===== src/rtl/conv_window_sched_if.sv =====
// Handshake and bus bundle for conv_window_sched.
//   master : scheduler side (drives busy/done, pixel ready, buffer and tap outputs)
//   slave  : environment side (sequencer start, pixel stream, MAC ready)
// Ports of the bundle:
//   start/busy/done             sequencer control
//   pix_valid/pix_ready/pix_data pixel input stream
//   buf_wr_en/buf_wr_data/buf_addr1/buf_addr2  image buffer
//   tap_valid/tap2_valid/tap_first/tap_last/tap_zero1/tap_zero2/out_row/out_col  MAC taps
//   mac_ready                   MAC accepts the current tap pair
interface conv_window_sched_if #(
  parameter int unsigned ROWS = 28,
  parameter int unsigned COLS = 28,
  parameter int unsigned AW   = 10
);
  localparam int unsigned RW = (ROWS > 1) ? $clog2(ROWS) : 1;
  localparam int unsigned CW = (COLS > 1) ? $clog2(COLS) : 1;

  logic          start;
  logic          busy;
  logic          done;
  logic          pix_valid;
  logic          pix_ready;
  logic [7:0]    pix_data;
  logic          buf_wr_en;
  logic [7:0]    buf_wr_data;
  logic [AW-1:0] buf_addr1;
  logic [AW-1:0] buf_addr2;
  logic          tap_valid;
  logic          tap2_valid;
  logic          tap_first;
  logic          tap_last;
  logic [RW-1:0] out_row;
  logic [CW-1:0] out_col;
  logic          tap_zero1;
  logic          tap_zero2;
  logic          mac_ready;

  modport master (
    input  start, pix_valid, pix_data, mac_ready,
    output busy, done, pix_ready, buf_wr_en, buf_wr_data, buf_addr1, buf_addr2,
           tap_valid, tap2_valid, tap_first, tap_last, out_row, out_col,
           tap_zero1, tap_zero2
  );

  modport slave (
    output start, pix_valid, pix_data, mac_ready,
    input  busy, done, pix_ready, buf_wr_en, buf_wr_data, buf_addr1, buf_addr2,
           tap_valid, tap2_valid, tap_first, tap_last, out_row, out_col,
           tap_zero1, tap_zero2
  );
endinterface


===== src/rtl/conv_window_sched.sv =====
// Convolution window scheduler for the NPU image buffer.
// LOAD streams ROWS*COLS pixels into the buffer (write at port-1 address); SCAN walks every
// KxK window row-major and presents two tap addresses per cycle (tap 2p on port 1, tap 2p+1
// on port 2) with valid/first/last framing for the MAC array; DONE pulses done for one cycle.
// Ports: clk, rst (async, active-high), bus (conv_window_sched_if.master, see interface file).
// Optional feature macro ZERO_PAD_EN: same-size output grid with zero padding of
// out-of-range taps (address 0, tap_zero1/2 flags). Undefined: valid grid only, flags tied 0.
module conv_window_sched #(
  parameter int unsigned ROWS = 28,
  parameter int unsigned COLS = 28,
  parameter int unsigned K    = 3,
  parameter int unsigned AW   = 10
) (
  input  logic                clk,
  input  logic                rst,
  conv_window_sched_if.master bus
);
  localparam int NPIX  = int'(ROWS * COLS);
  localparam int NTAP  = int'(K * K);
  localparam int NPAIR = (NTAP + 1) / 2;
`ifdef ZERO_PAD_EN
  localparam int P     = (int'(K) - 1) / 2;
  localparam int OR    = int'(ROWS);
  localparam int OC    = int'(COLS);
`else
  localparam int OR    = int'(ROWS) - int'(K) + 1;
  localparam int OC    = int'(COLS) - int'(K) + 1;
`endif
  localparam int unsigned RW = (ROWS > 1) ? $clog2(ROWS) : 1;
  localparam int unsigned CW = (COLS > 1) ? $clog2(COLS) : 1;
  localparam int unsigned PW = (NPAIR > 1) ? $clog2(NPAIR) : 1;

  typedef enum logic [1:0] {StIdle, StLoad, StScan, StDone} state_e;

  state_e        state_q, state_d;
  logic [AW-1:0] cnt_q, cnt_d;
  logic [RW-1:0] row_q, row_d, row_n;
  logic [CW-1:0] col_q, col_d, col_n;
  logic [PW-1:0] pair_q, pair_d, pair_n;
  logic          wr_en_q, wr_en_d;
  logic [7:0]    wr_data_q, wr_data_d;
  logic [AW-1:0] addr1_q, addr1_d;
  logic [AW-1:0] addr2_q, addr2_d;
  logic          tv_q, tv_d;
  logic          tv2_q, tv2_d;
  logic          first_q, first_d;
  logic          last_q, last_d;
  logic          load_pair;
  logic          clear_taps;
  int            ta, tb;
`ifdef ZERO_PAD_EN
  logic          z1_q, z1_d;
  logic          z2_q, z2_d;
`endif

  // Buffer address of tap t for the window whose output is (r, c).
  function automatic logic [AW-1:0] tap_addr(input int r, input int c, input int t);
    int y, x;
    y = r + t / int'(K);
    x = c + t % int'(K);
`ifdef ZERO_PAD_EN
    y = y - P;
    x = x - P;
    if (y < 0 || y >= int'(ROWS) || x < 0 || x >= int'(COLS)) return '0;
`endif
    return AW'(y * int'(COLS) + x);
  endfunction

`ifdef ZERO_PAD_EN
  function automatic logic tap_pad(input int r, input int c, input int t);
    int y, x;
    y = r + t / int'(K) - P;
    x = c + t % int'(K) - P;
    return (y < 0 || y >= int'(ROWS) || x < 0 || x >= int'(COLS));
  endfunction
`endif

  always_comb begin
    state_d    = state_q;
    cnt_d      = cnt_q;
    row_d      = row_q;
    col_d      = col_q;
    pair_d     = pair_q;
    wr_en_d    = 1'b0;
    wr_data_d  = wr_data_q;
    addr1_d    = addr1_q;
    addr2_d    = addr2_q;
    tv_d       = tv_q;
    tv2_d      = tv2_q;
    first_d    = first_q;
    last_d     = last_q;
`ifdef ZERO_PAD_EN
    z1_d       = z1_q;
    z2_d       = z2_q;
`endif
    row_n      = row_q;
    col_n      = col_q;
    pair_n     = pair_q;
    load_pair  = 1'b0;
    clear_taps = 1'b0;
    ta         = 0;
    tb         = 0;

    unique case (state_q)
      StIdle: begin
        if (bus.start) begin
          state_d = StLoad;
          cnt_d   = '0;
        end
      end
      StLoad: begin
        // pix_ready is high for the whole state, so pix_valid alone is the handshake.
        if (bus.pix_valid) begin
          wr_en_d   = 1'b1;
          wr_data_d = bus.pix_data;
          addr1_d   = cnt_q;
          cnt_d     = cnt_q + 1'b1;
          if (cnt_q == AW'(NPIX - 1)) state_d = StScan;
        end
      end
      StScan: begin
        if (!tv_q) begin
          // Entry cycle: still showing the final write, fetch pair 0 of window (0,0).
          row_n     = '0;
          col_n     = '0;
          pair_n    = '0;
          load_pair = 1'b1;
        end else if (bus.mac_ready) begin
          if (pair_q == PW'(NPAIR - 1)) begin
            pair_n = '0;
            if (col_q == CW'(OC - 1)) begin
              col_n = '0;
              if (row_q == RW'(OR - 1)) begin
                state_d    = StDone;
                clear_taps = 1'b1;
              end else begin
                row_n = row_q + 1'b1;
              end
            end else begin
              col_n = col_q + 1'b1;
            end
          end else begin
            pair_n = pair_q + 1'b1;
          end
          load_pair = !clear_taps;
        end
      end
      StDone: state_d = StIdle;
      default: state_d = StIdle;
    endcase

    if (load_pair) begin
      ta      = 2 * int'(pair_n);
      tb      = ta + 1;
      row_d   = row_n;
      col_d   = col_n;
      pair_d  = pair_n;
      tv_d    = 1'b1;
      tv2_d   = (tb < NTAP);
      first_d = (pair_n == '0);
      last_d  = (pair_n == PW'(NPAIR - 1));
      addr1_d = tap_addr(int'(row_n), int'(col_n), ta);
      addr2_d = (tb < NTAP) ? tap_addr(int'(row_n), int'(col_n), tb) : '0;
`ifdef ZERO_PAD_EN
      z1_d    = tap_pad(int'(row_n), int'(col_n), ta);
      z2_d    = (tb < NTAP) && tap_pad(int'(row_n), int'(col_n), tb);
`endif
    end

    if (clear_taps) begin
      row_d   = '0;
      col_d   = '0;
      pair_d  = '0;
      tv_d    = 1'b0;
      tv2_d   = 1'b0;
      first_d = 1'b0;
      last_d  = 1'b0;
      addr1_d = '0;
      addr2_d = '0;
`ifdef ZERO_PAD_EN
      z1_d    = 1'b0;
      z2_d    = 1'b0;
`endif
    end
  end

  always_ff @(posedge clk or posedge rst) begin
    if (rst) begin
      state_q   <= StIdle;
      cnt_q     <= '0;
      row_q     <= '0;
      col_q     <= '0;
      pair_q    <= '0;
      wr_en_q   <= 1'b0;
      wr_data_q <= '0;
      addr1_q   <= '0;
      addr2_q   <= '0;
      tv_q      <= 1'b0;
      tv2_q     <= 1'b0;
      first_q   <= 1'b0;
      last_q    <= 1'b0;
`ifdef ZERO_PAD_EN
      z1_q      <= 1'b0;
      z2_q      <= 1'b0;
`endif
    end else begin
      state_q   <= state_d;
      cnt_q     <= cnt_d;
      row_q     <= row_d;
      col_q     <= col_d;
      pair_q    <= pair_d;
      wr_en_q   <= wr_en_d;
      wr_data_q <= wr_data_d;
      addr1_q   <= addr1_d;
      addr2_q   <= addr2_d;
      tv_q      <= tv_d;
      tv2_q     <= tv2_d;
      first_q   <= first_d;
      last_q    <= last_d;
`ifdef ZERO_PAD_EN
      z1_q      <= z1_d;
      z2_q      <= z2_d;
`endif
    end
  end

  assign bus.busy        = (state_q == StLoad) || (state_q == StScan);
  assign bus.done        = (state_q == StDone);
  assign bus.pix_ready   = (state_q == StLoad);
  assign bus.buf_wr_en   = wr_en_q;
  assign bus.buf_wr_data = wr_data_q;
  assign bus.buf_addr1   = addr1_q;
  assign bus.buf_addr2   = addr2_q;
  assign bus.tap_valid   = tv_q;
  assign bus.tap2_valid  = tv2_q;
  assign bus.tap_first   = first_q;
  assign bus.tap_last    = last_q;
  assign bus.out_row     = row_q;
  assign bus.out_col     = col_q;
`ifdef ZERO_PAD_EN
  assign bus.tap_zero1   = z1_q;
  assign bus.tap_zero2   = z2_q;
`else
  assign bus.tap_zero1   = 1'b0;
  assign bus.tap_zero2   = 1'b0;
`endif
endmodule


===== src/flat_wrapper.sv =====
// flat-port wrapper written by rule: the top's interface ports become plain ports
module conv_window_sched_flat 
#(
  parameter int unsigned ROWS = 28,
  parameter int unsigned COLS = 28,
  parameter int unsigned K    = 3,
  parameter int unsigned AW   = 10
)
  (clk, rst, bus_start, bus_pix_valid, bus_pix_data, bus_mac_ready, bus_busy, bus_done, bus_pix_ready, bus_buf_wr_en, bus_buf_wr_data, bus_buf_addr1, bus_buf_addr2, bus_tap_valid, bus_tap2_valid, bus_tap_first, bus_tap_last, bus_out_row, bus_out_col, bus_tap_zero1, bus_tap_zero2);
  conv_window_sched_if #(.ROWS(ROWS), .COLS(COLS), .AW(AW)) bus_i ();
  input  logic clk;
  input  logic rst;
  input wire logic [$bits(bus_i.start)-1:0] bus_start;
  input wire logic [$bits(bus_i.pix_valid)-1:0] bus_pix_valid;
  input wire logic [$bits(bus_i.pix_data)-1:0] bus_pix_data;
  input wire logic [$bits(bus_i.mac_ready)-1:0] bus_mac_ready;
  output wire logic [$bits(bus_i.busy)-1:0] bus_busy;
  output wire logic [$bits(bus_i.done)-1:0] bus_done;
  output wire logic [$bits(bus_i.pix_ready)-1:0] bus_pix_ready;
  output wire logic [$bits(bus_i.buf_wr_en)-1:0] bus_buf_wr_en;
  output wire logic [$bits(bus_i.buf_wr_data)-1:0] bus_buf_wr_data;
  output wire logic [$bits(bus_i.buf_addr1)-1:0] bus_buf_addr1;
  output wire logic [$bits(bus_i.buf_addr2)-1:0] bus_buf_addr2;
  output wire logic [$bits(bus_i.tap_valid)-1:0] bus_tap_valid;
  output wire logic [$bits(bus_i.tap2_valid)-1:0] bus_tap2_valid;
  output wire logic [$bits(bus_i.tap_first)-1:0] bus_tap_first;
  output wire logic [$bits(bus_i.tap_last)-1:0] bus_tap_last;
  output wire logic [$bits(bus_i.out_row)-1:0] bus_out_row;
  output wire logic [$bits(bus_i.out_col)-1:0] bus_out_col;
  output wire logic [$bits(bus_i.tap_zero1)-1:0] bus_tap_zero1;
  output wire logic [$bits(bus_i.tap_zero2)-1:0] bus_tap_zero2;
  assign bus_i.start = bus_start;
  assign bus_i.pix_valid = bus_pix_valid;
  assign bus_i.pix_data = bus_pix_data;
  assign bus_i.mac_ready = bus_mac_ready;
  assign bus_busy = bus_i.busy;
  assign bus_done = bus_i.done;
  assign bus_pix_ready = bus_i.pix_ready;
  assign bus_buf_wr_en = bus_i.buf_wr_en;
  assign bus_buf_wr_data = bus_i.buf_wr_data;
  assign bus_buf_addr1 = bus_i.buf_addr1;
  assign bus_buf_addr2 = bus_i.buf_addr2;
  assign bus_tap_valid = bus_i.tap_valid;
  assign bus_tap2_valid = bus_i.tap2_valid;
  assign bus_tap_first = bus_i.tap_first;
  assign bus_tap_last = bus_i.tap_last;
  assign bus_out_row = bus_i.out_row;
  assign bus_out_col = bus_i.out_col;
  assign bus_tap_zero1 = bus_i.tap_zero1;
  assign bus_tap_zero2 = bus_i.tap_zero2;
  conv_window_sched #(.ROWS(ROWS), .COLS(COLS), .K(K), .AW(AW)) u_core (.clk(clk), .rst(rst), .bus(bus_i));
endmodule

===== config.mk =====
export PLATFORM = sky130hd
export DESIGN_NAME = conv_window_sched_flat
export DESIGN_NICKNAME = d
export VERILOG_FILES = /design/src/rtl/conv_window_sched_if.sv /design/src/rtl/conv_window_sched.sv /design/src/flat_wrapper.sv
export SDC_FILE = /design/constraint.sdc
export NUM_CORES = 1
export LEC_CHECK = 0
export BUFFER_PORTS_ARGS = -buffer_cell sky130_fd_sc_hd__buf_4
export CELL_PAD_IN_SITES_DETAIL_PLACEMENT = 0
export CELL_PAD_IN_SITES_GLOBAL_PLACEMENT = 1
export CORE_ASPECT_RATIO = 0.6
export CORE_MARGIN = 2
export CORE_UTILIZATION = 42
export DETAILED_ROUTE_END_ITERATION = 12
export PLACE_DENSITY = 0.9
export SYNTH_ARGS = -nofsm -noshare
export SYNTH_HDL_FRONTEND = slang
export SYNTH_SLANG_ARGS = --single-unit

===== constraint.sdc =====
create_clock -name clk -period 7.5 [get_ports clk]
set_input_delay 0.75 -clock clk [delete_from_list [all_inputs] [get_ports clk]]
set_output_delay 0.75 -clock clk [all_outputs]
set_load 0.02 [all_outputs]

==> flow_metrics.env <==
export IMPL_status="finished clean"
export IMPL_max_slew_worst_pin_slew_ps=1030
export IMPL_rrSetupSlack_ps=420
export IMPL_synth_top_area_cell="dfrtp_1"
export IMPL_ant_nets=0
export IMPL_cts_tree="yes"
export IMPL_route_detailed_drc=0
export IMPL_h_tree_depth=3
export IMPL_synth_top_area_share_pct=26.9
export IMPL_r2r_start="u_core.state_q[0]$_DFFE_PP0P_"
export IMPL_seq_area_frac_synth_pct=26.9
export IMPL_synth_commonest_cells="ha_1, inv_1, dfrtp_1, nand2_1, o21ai_0"
export IMPL_finClkSkew_ps=4.16
export IMPL_worst_slack_ps=417
export IMPL_clkSlewWorstSetupHoldPaths_ps=50
export IMPL_cp_end_kind="register"
export IMPL_synth_area_leaders="dfrtp_1, ha_1, fa_1"
export IMPL_drt_total_wl_microns=13800
export IMPL_drt_iter0_markers=287
export IMPL_period_minus_slack_ps=7080
export IMPL_syn_inst=587
export IMPL_vias=4561
export IMPL_place_congestion=0.922
export IMPL_diodes=0
export IMPL_min_path_type="reg2reg"
export IMPL_rsz0062_at_grt="false"
export IMPL_synth_most_common_cell="ha_1"
export IMPL_crit_fanout=8
export IMPL_startpoint_type="register"
export IMPL_drv_slew=0
export IMPL_ios=61
export IMPL_cpPeakStageDelay_ps=560
export IMPL_initial_utilization_pct=43.8
export IMPL_drive_gt1_share_pct=19.0
export IMPL_syn_area_sq_um=5390
export IMPL_clock_sinks=58
export IMPL_die_x_microns=150
export IMPL_yosys_register_bits=58
export IMPL_timing_rr_end="u_core.bus.buf_addr2[9]$_DFFE_PP0P_"
export IMPL_synth_cell_types=62
export IMPL_hpwl_microns=10800
export IMPL_synth_edff_count=0
export IMPL_setup_viol=0
export IMPL_final_cell_area_sq_um=6490
export IMPL_rr_worst_depth=31
export IMPL_rows=31
export IMPL_wl_per_cell_microns=16.6
export IMPL_syn2layout_area_growth_pct=20.5
export IMPL_cp_arrival_ps=7300
export IMPL_final_instance_count_excl_fill=827
export IMPL_first_pass_iters=5
export IMPL_synth_ff_type="dfrtp_1"
export IMPL_core_sq_um=12300
export IMPL_die_area_sq_um=13800
export IMPL_syn_area_per_cell_sq_um=9.18
export IMPL_clk_latency_ps=330
export IMPL_max_freq_mhz=141
export IMPL_critical_path_startpoint="u_core.state_q[0]$_DFFE_PP0P_"
export IMPL_io_buffers=58
export IMPL_maxCapViolations=0
export IMPL_antenna_found_initial=0
export IMPL_dpl_cell_area_sq_um=6090
export IMPL_grt_max_degree=59
export IMPL_dp_cells=811
export IMPL_layout_nets=765
export IMPL_critical_path_class="reg2reg"
export IMPL_die_h_microns=91.7
export IMPL_numCtsBuffers=9
export IMPL_place_ws_ps=-110
export IMPL_grt_pass1_vias=4423
export IMPL_worstPathRequired_ps=7720
export IMPL_slew_headroom_pct=30.9
export IMPL_grt_first_pass_wirelength_microns=22600
export IMPL_yosys_warnings=0
export IMPL_viasPerCell=5.52
export IMPL_cpMostUsedCell="ha_1"
export IMPL_grt_usage_pct=20.7
export IMPL_cp_slowest_cell="fa_1"
export IMPL_endpoint="u_core.bus.buf_addr2[9]$_DFFE_PP0P_"
export IMPL_clockRootBuffer="clkbuf_16"
export IMPL_clockBufferDepth=2
export IMPL_async_reset_ff_share_pct=100
export IMPL_fin_util_pct=52.8
export IMPL_hold_viol_final=0
export IMPL_fin_crit_sh_pct=94.4
export IMPL_grt_overflow=0
cells by family (layout without fill, tap and decap cells):
kind of cell / Yosys count / count (layout) / synth area share [%]
multiplexers: 14 / 14 / 2.81
flip-flops: 58 / 58 / 26.9
other: 1 / 2 / 0.0696
XOR/XNOR: 41 / 41 / 7.17
AND/OR/NAND/NOR: 150 / 150 / 13.5
AO/OA/AOI/OAI: 150 / 150 / 19.5
adder cells (fa/ha/maj): 95 / 95 / 24.4
buffers and inverters: 78 / 152 / 5.60
stage by stage:
stage	hold slack, ps	setup TNS [ps]
5_1_grt	518	0
3_5_place_dp	471	-120
4_1_cts	487	0
2_1_floorplan	481	0
6_report	489	0
3_3_place_gp	462	0
worst max-delay path: cells and delay by family (launching register included):
kind / cells / cell delay [ps]
adders and majority gates: 9 / 3030
xor gates and xnor gates: 3 / 610
AOI/OAI and AO/OA: 6 / 870
and+or+nand+nor: 7 / 1430
buffers and inverters: 6 / 610
DFF: 1 / 400
registers in the layout (all words and copies together) (netlist names), 2 cells and up:
register,flops
u_core.bus.buf_addr1,10
u_core.bus.buf_addr2,10
u_core.bus.buf_wr_data,8
u_core.bus.out_col,5
u_core.bus.out_row,5
u_core.cnt_q,10
u_core.pair_q,3
u_core.state_q,2
how the worst min path moves through the flow:
| stage | end | from | depth (start not counted) | slack (ps) |
|---|---|---|---|---|
| floorplan | u_core.cnt_q[8]$_DFFE_PP0P_ | u_core.cnt_q[8]$_DFFE_PP0P_ | 1 | 480 |
| global placement | u_core.bus.tap2_valid$_DFFE_PP0P_ | u_core.bus.tap2_valid$_DFFE_PP0P_ | 1 | 460 |
| detailed placement | u_core.bus.tap2_valid$_DFFE_PP0P_ | u_core.bus.tap2_valid$_DFFE_PP0P_ | 1 | 470 |
| CTS | u_core.bus.tap2_valid$_DFFE_PP0P_ | u_core.bus.tap2_valid$_DFFE_PP0P_ | 1 | 490 |
| global route | u_core.bus.buf_wr_data[4]$_DFFE_PP0P_ | u_core.bus.buf_wr_data[4]$_DFFE_PP0P_ | 1 | 520 |
| finish | u_core.bus.tap2_valid$_DFFE_PP0P_ | u_core.bus.tap2_valid$_DFFE_PP0P_ | 1 | 490 |
layout by cell type, fill, tap and decap left out, types with 7 or more instances in the layout:
cell       instances
a21o_1            10
a21oi_1           28
a22o_1            22
buf_4             73
clkbuf_16          9
dfrtp_1           58
fa_1              17
ha_1              74
inv_1             57
mux2_2             9
nand2_1           53
nand3_1           14
nand4_1            8
nor2_1            30
nor2b_1            9
nor3_1             8
o21ai_0           37
o31ai_1            7
xnor2_1           25
xor2_1            13
per-layer routing:
metal  track usage (%)  share of wire (%)
met4              4.01               0.86
met3              5.37                7.1
met5                 0                  0
met1              30.9                 50
met2              29.9                 42
area by class of cell:
cell class,count,area (sq um)
clock buffers,12,267
multi-input cells,452,3690
flip-flops and latches,58,1450
clock inverters,4,72.6
inverters,62,233
fillers,1104,5800
well taps,165,206
repair buffers,74,568
what timing repair did:
item	4_1_cts	5_1_grt
gates cloned	0	0
setup buffers	0	0
hold buffers	0	0
pin swaps	0	2
endpoints found under the setup margin	2	5
gates resized for setup	5	15
Power is left out: the tool's default activity adds up to more than one toggle a clock period on the data nets, which glitch-free logic cannot reach.
